### config.mk
export PLATFORM = sky130hd
export DESIGN_NAME = inv_cordic
export DESIGN_NICKNAME = d
export VERILOG_FILES = /design/src/rtl/inv_cordic.sv
export SDC_FILE = /design/constraint.sdc
export NUM_CORES = 1
export LEC_CHECK = 0
export ABC_AREA = 1
export CAP_MARGIN = 25
export CORE_MARGIN = 2
export CORE_UTILIZATION = 55
export CTS_CLUSTER_SIZE = 10
export DETAILED_ROUTE_END_ITERATION = 12
export DONT_BUFFER_PORTS = 1
export PLACE_DENSITY = 0.7
export SLEW_MARGIN = 20
export SYNTH_ARGS = -nofsm -noshare
export SYNTH_HDL_FRONTEND = slang
export SYNTH_SLANG_ARGS = --single-unit
### constraint.sdc
create_clock -name clk -period 5.2 [get_ports clk]
set_clock_uncertainty 0.05 [all_clocks]
set_input_delay 1.04 -clock clk [delete_from_list [all_inputs] [get_ports clk]]
set_output_delay 1.04 -clock clk [all_outputs]
set_load 0.01 [all_outputs]
### src/rtl/inv_cordic.sv
// Rotation-mode CORDIC: turns one {magnitude, phase} bin into a saturated
// {real, imag} word, one bin per 9 cycles with a one-cycle output strobe.
module inv_cordic #(
  parameter int ITER      = 8,
  parameter int LEN_SCALE = 39
) (
  input  logic        clk,
  input  logic        rst,
  input  logic        polar_valid,
  output logic        polar_ready,
  input  logic [31:0] polar_data,
  input  logic [4:0]  polar_freq,
  input  logic        polar_last,
  output logic        ifft_valid,
  output logic [31:0] ifft_data,
  output logic [4:0]  ifft_freq,
  output logic        ifft_last
);

  localparam int KW = $clog2(ITER);

  typedef enum logic {IDLE, ROTATE} state_t;

  state_t                state_q, state_d;
  logic [KW-1:0]         k_q, k_d;
  logic signed [17:0]    x_q, x_d, y_q, y_d;
  logic signed [15:0]    z_q, z_d;
  logic [4:0]            freq_q, freq_d;
  logic                  last_q, last_d;
  logic                  ifft_valid_q, ifft_valid_d;
  logic [31:0]           ifft_data_q, ifft_data_d;
  logic [4:0]            ifft_freq_q, ifft_freq_d;
  logic                  ifft_last_q, ifft_last_d;

  logic [21:0]           prod;
  logic signed [17:0]    m_s;
  logic signed [16:0]    p_raw, p_wrap, z_fold;
  logic signed [17:0]    x0;
  logic signed [17:0]    x_sh, y_sh, x_n, y_n;
  logic signed [15:0]    z_n;

  // Angles in 1/64 degree for atan(2^-i)
  function automatic logic signed [15:0] atan_lut(input logic [KW-1:0] i);
    case (i)
      3'd0:    return 16'sd2880;
      3'd1:    return 16'sd1700;
      3'd2:    return 16'sd898;
      3'd3:    return 16'sd456;
      3'd4:    return 16'sd229;
      3'd5:    return 16'sd115;
      3'd6:    return 16'sd57;
      default: return 16'sd29;
    endcase
  endfunction

  function automatic logic [15:0] sat16(input logic signed [17:0] v);
    if (v > 18'sd32767)       return 16'h7FFF;
    else if (v < -18'sd32768) return 16'h8000;
    else                      return v[15:0];
  endfunction

  // Input conditioning: gain prescale, phase wrap to +-180 deg, fold to +-90 deg
  always_comb begin
    prod   = 22'(polar_data[31:16]) * 22'(LEN_SCALE);
    m_s    = $signed({2'b00, prod[21:6]});
    p_raw  = $signed({polar_data[15], polar_data[15:0]});
    p_wrap = p_raw;
    if (p_raw >= 17'sd11520)
      p_wrap = p_raw - 17'sd23040;
    else if (p_raw < -17'sd11520)
      p_wrap = p_raw + 17'sd23040;
    x0     = m_s;
    z_fold = p_wrap;
    if (p_wrap > 17'sd5760) begin
      x0     = -m_s;
      z_fold = p_wrap - 17'sd11520;
    end else if (p_wrap < -17'sd5760) begin
      x0     = -m_s;
      z_fold = p_wrap + 17'sd11520;
    end
  end

  always_comb begin
    x_sh = x_q >>> k_q;
    y_sh = y_q >>> k_q;
    if (!z_q[15]) begin
      x_n = x_q - y_sh;
      y_n = y_q + x_sh;
      z_n = z_q - atan_lut(k_q);
    end else begin
      x_n = x_q + y_sh;
      y_n = y_q - x_sh;
      z_n = z_q + atan_lut(k_q);
    end
  end

  always_comb begin
    state_d      = state_q;
    k_d          = k_q;
    x_d          = x_q;
    y_d          = y_q;
    z_d          = z_q;
    freq_d       = freq_q;
    last_d       = last_q;
    ifft_valid_d = 1'b0;
    ifft_data_d  = ifft_data_q;
    ifft_freq_d  = ifft_freq_q;
    ifft_last_d  = ifft_last_q;
    case (state_q)
      IDLE: begin
        if (polar_valid) begin
          x_d     = x0;
          y_d     = '0;
          z_d     = z_fold[15:0];
          k_d     = '0;
          freq_d  = polar_freq;
          last_d  = polar_last;
          state_d = ROTATE;
        end
      end
      ROTATE: begin
        x_d = x_n;
        y_d = y_n;
        z_d = z_n;
        k_d = k_q + 1'b1;
        if (k_q == KW'(ITER - 1)) begin
          state_d      = IDLE;
          ifft_valid_d = 1'b1;
          ifft_data_d  = {sat16(x_n), sat16(y_n)};
          ifft_freq_d  = freq_q;
          ifft_last_d  = last_q;
        end
      end
    endcase
  end

  always_ff @(posedge clk or posedge rst) begin
    if (rst) begin
      state_q      <= IDLE;
      k_q          <= '0;
      x_q          <= '0;
      y_q          <= '0;
      z_q          <= '0;
      freq_q       <= '0;
      last_q       <= 1'b0;
      ifft_valid_q <= 1'b0;
      ifft_data_q  <= '0;
      ifft_freq_q  <= '0;
      ifft_last_q  <= 1'b0;
    end else begin
      state_q      <= state_d;
      k_q          <= k_d;
      x_q          <= x_d;
      y_q          <= y_d;
      z_q          <= z_d;
      freq_q       <= freq_d;
      last_q       <= last_d;
      ifft_valid_q <= ifft_valid_d;
      ifft_data_q  <= ifft_data_d;
      ifft_freq_q  <= ifft_freq_d;
      ifft_last_q  <= ifft_last_d;
    end
  end

  assign polar_ready = (state_q == IDLE);
  assign ifft_valid  = ifft_valid_q;
  assign ifft_data   = ifft_data_q;
  assign ifft_freq   = ifft_freq_q;
  assign ifft_last   = ifft_last_q;

endmodule

Word level (Yosys, flattened, before mapping)
Cells that the tools add are included.
- flip-flop bits (word level): 101
- bits of input ports: 41
- output and inout port bits: 40
- word-level logic and storage cells: 75
- add/subtract/negate cells: 12
- multiply operators: 1
- magnitude comparators: 8
- equality and inequality tests: 8
- shifts and indexed selects: 2
- muxes and demuxes: 29
- bitwise gates (word level): 1
- reductions and logical operators: 3
- operator list (kind ; count):
    16-bit 2-to-1 mux ; 10
    18-bit 2-to-1 mux ; 6
    12-bit case mux with 7 select lines ; 1
    18-bit case mux with 2 select lines ; 2
    18-bit adder ; 2
    18-bit by 16-bit > comparator with 1-bit output, second input constant ; 2
    18-bit by 16-bit less-than comparator with 1-bit output, second input constant ; 2
    18-bit by 3-bit >>> shifter with 18-bit output ; 2
    18-bit subtractor ; 2
    17-bit 2-to-1 mux ; 2
    16-bit case mux with 2 select lines ; 1
    16-bit by 6-bit multiplier with 22-bit output, second input constant ; 1
    16-bit negation with 18-bit output ; 1
    16-bit by 16-bit adder with 17-bit output, second input constant ; 1
    17-bit by 14-bit > comparator with 1-bit output, second input constant ; 1
    17-bit by 14-bit less-than comparator with 1-bit output, second input constant ; 1
    16-bit by 16-bit subtractor with 17-bit output, second input constant ; 1
    16-bit by 15-bit adder with 16-bit output, second input constant ; 1
    16-bit adder ; 1
    16-bit by 15-bit greater-or-equal comparator with 1-bit output, second input constant ; 1
    16-bit by 15-bit less-than comparator with 1-bit output, second input constant ; 1
    16-bit by 15-bit subtractor with 16-bit output, second input constant ; 1
    16-bit subtractor ; 1
    3-bit == test, second input constant ; 4
    other kinds (11) ; 16

Longest topological paths before layout
Gate-level depths: netlist of the first run.
- word-level depth: 8
- mapped depth: 30
- gate-level depth less buffers: 28

Worst setup path after synthesis of the first run
Ideal clock, no wire load.
- path type: input to register
- start point: input port polar_data[24]
- end point: register x_q[12]
- setup time: 0.125 ns
- data arrival time: 4.185 ns
- data required time: 5.025 ns
- setup slack: 0.840 ns
- stages on the path: 18
- path buffers: 0
- path through: fa_1 -> ha_1 -> inv_1 -> fa_1 -> inv_1 -> ha_1 -> a21oi_1 -> o21ai_0 -> nand3b_1 -> xor2_1 -> nand2_1 -> nor2_1 -> nor2b_1 -> nand2_1 -> nand2_1 -> nand2_1 -> nand3_1 -> nand3_1
- longest elaborated chain between the ends: 6
- RTL lines (item ; RTL line ; RTL):
    start: declaration ; 11 ; input logic [31:0] polar_data,
    16-bit by 6-bit multiplier with 22-bit output (*) ; 64 ; prod = 22'(polar_data[31:16]) * 22'(LEN_SCALE);
    16-bit negation with 18-bit output ; 75, 78 ;
    18-bit 2-to-1 mux ; 77 ; end else if (p_wrap < -17'sd5760) begin
    18-bit 2-to-1 mux (*) ; 74 ; if (p_wrap > 17'sd5760) begin
    18-bit 2-to-1 mux (*) ; 111 ; if (polar_valid) begin
    18-bit case mux with 2 select lines (*) ; 109 ; case (state_q)
    end signal: assignment ; 141 ; x_q <= '0;
    end signal: assignment ; 153 ; x_q <= x_d;
    end: declaration ; 26 ; logic signed [17:0] x_q, x_d, y_q, y_d;
Every way passes the cells marked *; elsewhere a longest branch is shown, timed or not. The select of a mux whose other input is x is not followed.
A chain may end at the register's enable or synchronous reset.

Worst setup path after layout of the first run
- start point: register k_q[0]
- end point: register ifft_data_q[18] (netlist: ifft_data[18])
- longest elaborated chain between the ends: 6
- elaborated cells between the ends (all ways): 10
- classes of those cells: add/sub: 2; order compare: 2; eq/ne: 1; shift: 1; mux: 3; reduce/logical: 1
- RTL lines (item ; RTL line ; RTL):
    start: declaration ; 25 ; logic [KW-1:0] k_q, k_d;
    start signal: assignment ; 152 ; k_q <= k_d;
    18-bit by 3-bit >>> shifter with 18-bit output ; 85 ; y_sh = y_q >>> k_q;
    18-bit subtractor / 18-bit adder (equally long branches) ; 87, 91 ;
    18-bit 2-to-1 mux ; 86 ; if (!z_q[15]) begin
    18-bit by 16-bit less-than comparator with 1-bit output ; 58 ; else if (v < -18'sd32768) return 16'h8000;
    16-bit 2-to-1 mux ; 58 ;
    16-bit 2-to-1 mux ; 57 ; if (v > 18'sd32767) return 16'h7FFF;
    end signal: assignment ; 159 ; ifft_data_q <= ifft_data_d;
    end: declaration ; 31 ; logic [31:0] ifft_data_q, ifft_data_d;
Parallel ways exist; a longest one is shown, timed or not.

==> qor.txt, run 1 <==
hold path startpoint: freq_q[0]
number of synthesized flops with an enable pin: 0
status: completed
Syn Nets: 2,049
total CTS buffers: 9
full die area: 23,300 um^2
final setup fails: 0
Final Hold Slack: 0.434 ns
syn avg cell area: 6.47 um^2
share of cells above drive strength 1: 0.0576
Antenna Nets Post-Route: 0
initial antenna violation count: 0
count leader, synth: nand2_1
clk slew on worst S/H paths: 0.08 ns
setup tns final: 0 ns
hold path depth: 2
worst skew pair latency: 0.36 ns
Worst R2R Path Depth: 27
Crit Path Class: register to register
Mapped Cells: 1,880
Initial Util: 0.559
crit share post-route: 0.901
largest net degree at the start of global routing: 58
Pre-Repair DR Iteration Count: 6
Clock Tree Root: clkbuf_16
critical path data required time: 5.39 ns
Slew @ Worst Pin: 0.901 ns
Seq/Total Area, Yosys: 0.208
CTS tree: yes
residual DRC count: 0
Crit Path Max Fanout: 16
Unique masters post-synth: 51
highest clock rate: 0.213 GHz
ys async rst share: 1.00
CTS Buffer Depth: 2
Worst setup EP type: register
DRT iter0 DRCs: 780
P&R area growth vs syn: 3.84%
Synth top area share: 0.208
Sink Count: 101
vias in the first global route: 11,453
first-pass GRT wire length: 55,800 um
minimum clock period after layout: 4.68 ns
RSZ-0062 raised after global routing: no
Synth Cell Area: 12,200 um^2
via/cell ratio: 5.56
Post-CTS Setup Inserts: 0
RR Endpoint: ifft_data[18]
n_diodes: 0
cell taking the most area after synthesis: dfrtp_1
Hold EP: ifft_freq[0]
GRT Util Overall: 0.288
max-cap viol count: 0
fin nets: 2,021
Rel. slew slack: 0.398
#FFs+latches synth: 101
Ys Warns: 0
Hold WC Path Type: register to register
Die X: 153 um
Final GP Congestion: 0.921
# IOs: 81
Filler Cells Inserted: 2,112
CP Launch Point: k_q[0]
row cnt: 54
reg-to-reg startpoint: k_q[0]
port buffer count: 0
core footprint: 21,800 um^2
Final Max Slew Viols: 0
flop-to-flop setup slack: 0.52 ns
total routed wirelength: 33,100 um
CP Data Arrival Time: 4.88 ns
Die Ht: 153 um
WL/cell: 15.5 um
CTS H-tree depth: 3
routed vias: 11,876
Congestion Overflow GR: 0
largest cells by area after synthesis: dfrtp_1, nand2_1, ha_1
Detailed Place HPWL: 26,400 um
Final Hold Viols: 0
startpoint types: register
Synth Flop Type: dfrtp_1
commonest cells in the netlist: nand2_1, inv_1, nand3_1
## metrics by stage
step	cells	utilization	cell area, um^2	setup slack [ns]
floorplan	1880	-	12200	0.840
global placement	2120	0.566	12300	0.292
detailed placement	2120	0.566	12300	0.310
CTS	2136	0.580	12600	0.376
global route	2137	0.581	12600	0.0357
finish	2137	0.581	12600	0.515
## sequential cells by signal, indices dropped and copies added (netlist names)
register	cells
z_q	16
y_q	18
ifft_last	1
k_q	3
ifft_data	32
x_q	18
ifft_valid	1
last_q	1
state_q	1
ifft_freq	5
freq_q	5
## repair_timing
item | 4_1_cts | 5_1_grt
hold endpoints to repair | 0 | 0
hold buffers | 0 | 0
endpoints found under the setup margin | 0 | 15
resized for setup | 0 | 1
## logic make-up after synthesis
| family | count (synthesis) | share of synthesized area |
|---|---|---|
| xor+xnor | 82 | 0.0590 |
| flops | 101 | 0.208 |
| buf+inv | 282 | 0.0982 |
| fa+ha+maj | 128 | 0.150 |
| simple gates | 1023 | 0.357 |
| compound gates | 264 | 0.129 |
## how the worst max path moves through the flow
stage	slack [ns]	to	depth (start not counted)
floorplan	0.84	x_q[12]	18
global placement	0.29	x_q[10]	18
detailed placement	0.31	x_q[12]	18
CTS	0.38	ifft_data[18]	27
global route	0.04	ifft_data[18]	26
finish	0.52	ifft_data[18]	27
## placed cells by master (no fill, tap or decap), drive strengths merged, types with 2 or more instances in the layout
cell type  netlist  routed
clkinvlp         0       3
o31ai            5       5
nor3            12      12
inv            221     224
fa              29      29
a22o            13      13
dfrtp          101     101
a21boi           5       5
xor2            55      55
a21oi           98      98
or2              3       3
o21a             2       2
ha              99      99
nand3b          10      10
nand3          190     190
nand2          680     680
o21bai           8       8
o21ai           94      94
nand4           20      20
clkinv           2       2
a31oi            9       9
nor2           105     105
buf             37      20
clkbuf          22       9
o22ai            8       8
o221ai           2       2
o311ai           2       2
o2111ai          2       2
a21o             3       3
o211ai          11      11
xnor2           27      27
## critical path, cell delays in order (launching register included)
cell,delay [ns]
dfrtp_1,0.48
buf_4,0.26
buf_4,0.21
o21ai_1,0.10
inv_1,0.06
nand2_1,0.04
nand2_1,0.06
nand2_1,0.04
nand2_1,0.12
ha_1,0.20
nand4_1,0.18
nor2_1,0.24
nand3_1,0.12
o21ai_0,0.22
xor2_1,0.11
ha_1,0.34
inv_1,0.06
nor3_1,0.24
nand2_1,0.10
or2_2,0.30
o311ai_0,0.12
inv_1,0.08
nand2_1,0.13
nand3_2,0.26
nand2_1,0.18
nand2_1,0.07
nand2_1,0.10
nand2_1,0.07
## per-layer routing
metal / track usage / part of all wire / vias to the layer above
met3: 0.0310 / 0.037 / 62
met4: 0.0922 / 0.030 / 0
met2: 0.505 / 0.49 / 282
met5: 0 / 0 / -
li1: - / - / 6041
met1: 0.373 / 0.45 / 5491
## final cells by class
type                    count  area [um^2]  share of cell area
clock inverters             7         81.3             0.00644
flip-flops and latches    101         2530               0.200
multi-input cells        1497         8440               0.669
inverters                 223          845              0.0669
clock buffers               9          225              0.0178
repair buffers             20          158              0.0125
well taps                 280          350              0.0277
Power of run 1 is not shown: default switching activity piles up to over one toggle a cycle in this logic, so the estimate is an artifact.
==> inputs of run 2 (changes only) <==
--- a/config.mk
+++ b/config.mk
@@ -9,6 +9,7 @@
 export CAP_MARGIN = 25
 export CORE_MARGIN = 2
 export CORE_UTILIZATION = 55
+export CTS_CLUSTER_DIAMETER = 50
 export CTS_CLUSTER_SIZE = 10
 export DETAILED_ROUTE_END_ITERATION = 12
 export DONT_BUFFER_PORTS = 1
==> results of run 2 <==
Same layout as run 1: the final DEF is identical, and so are final timing and power.
Power of run 2 is left out for the same reason.
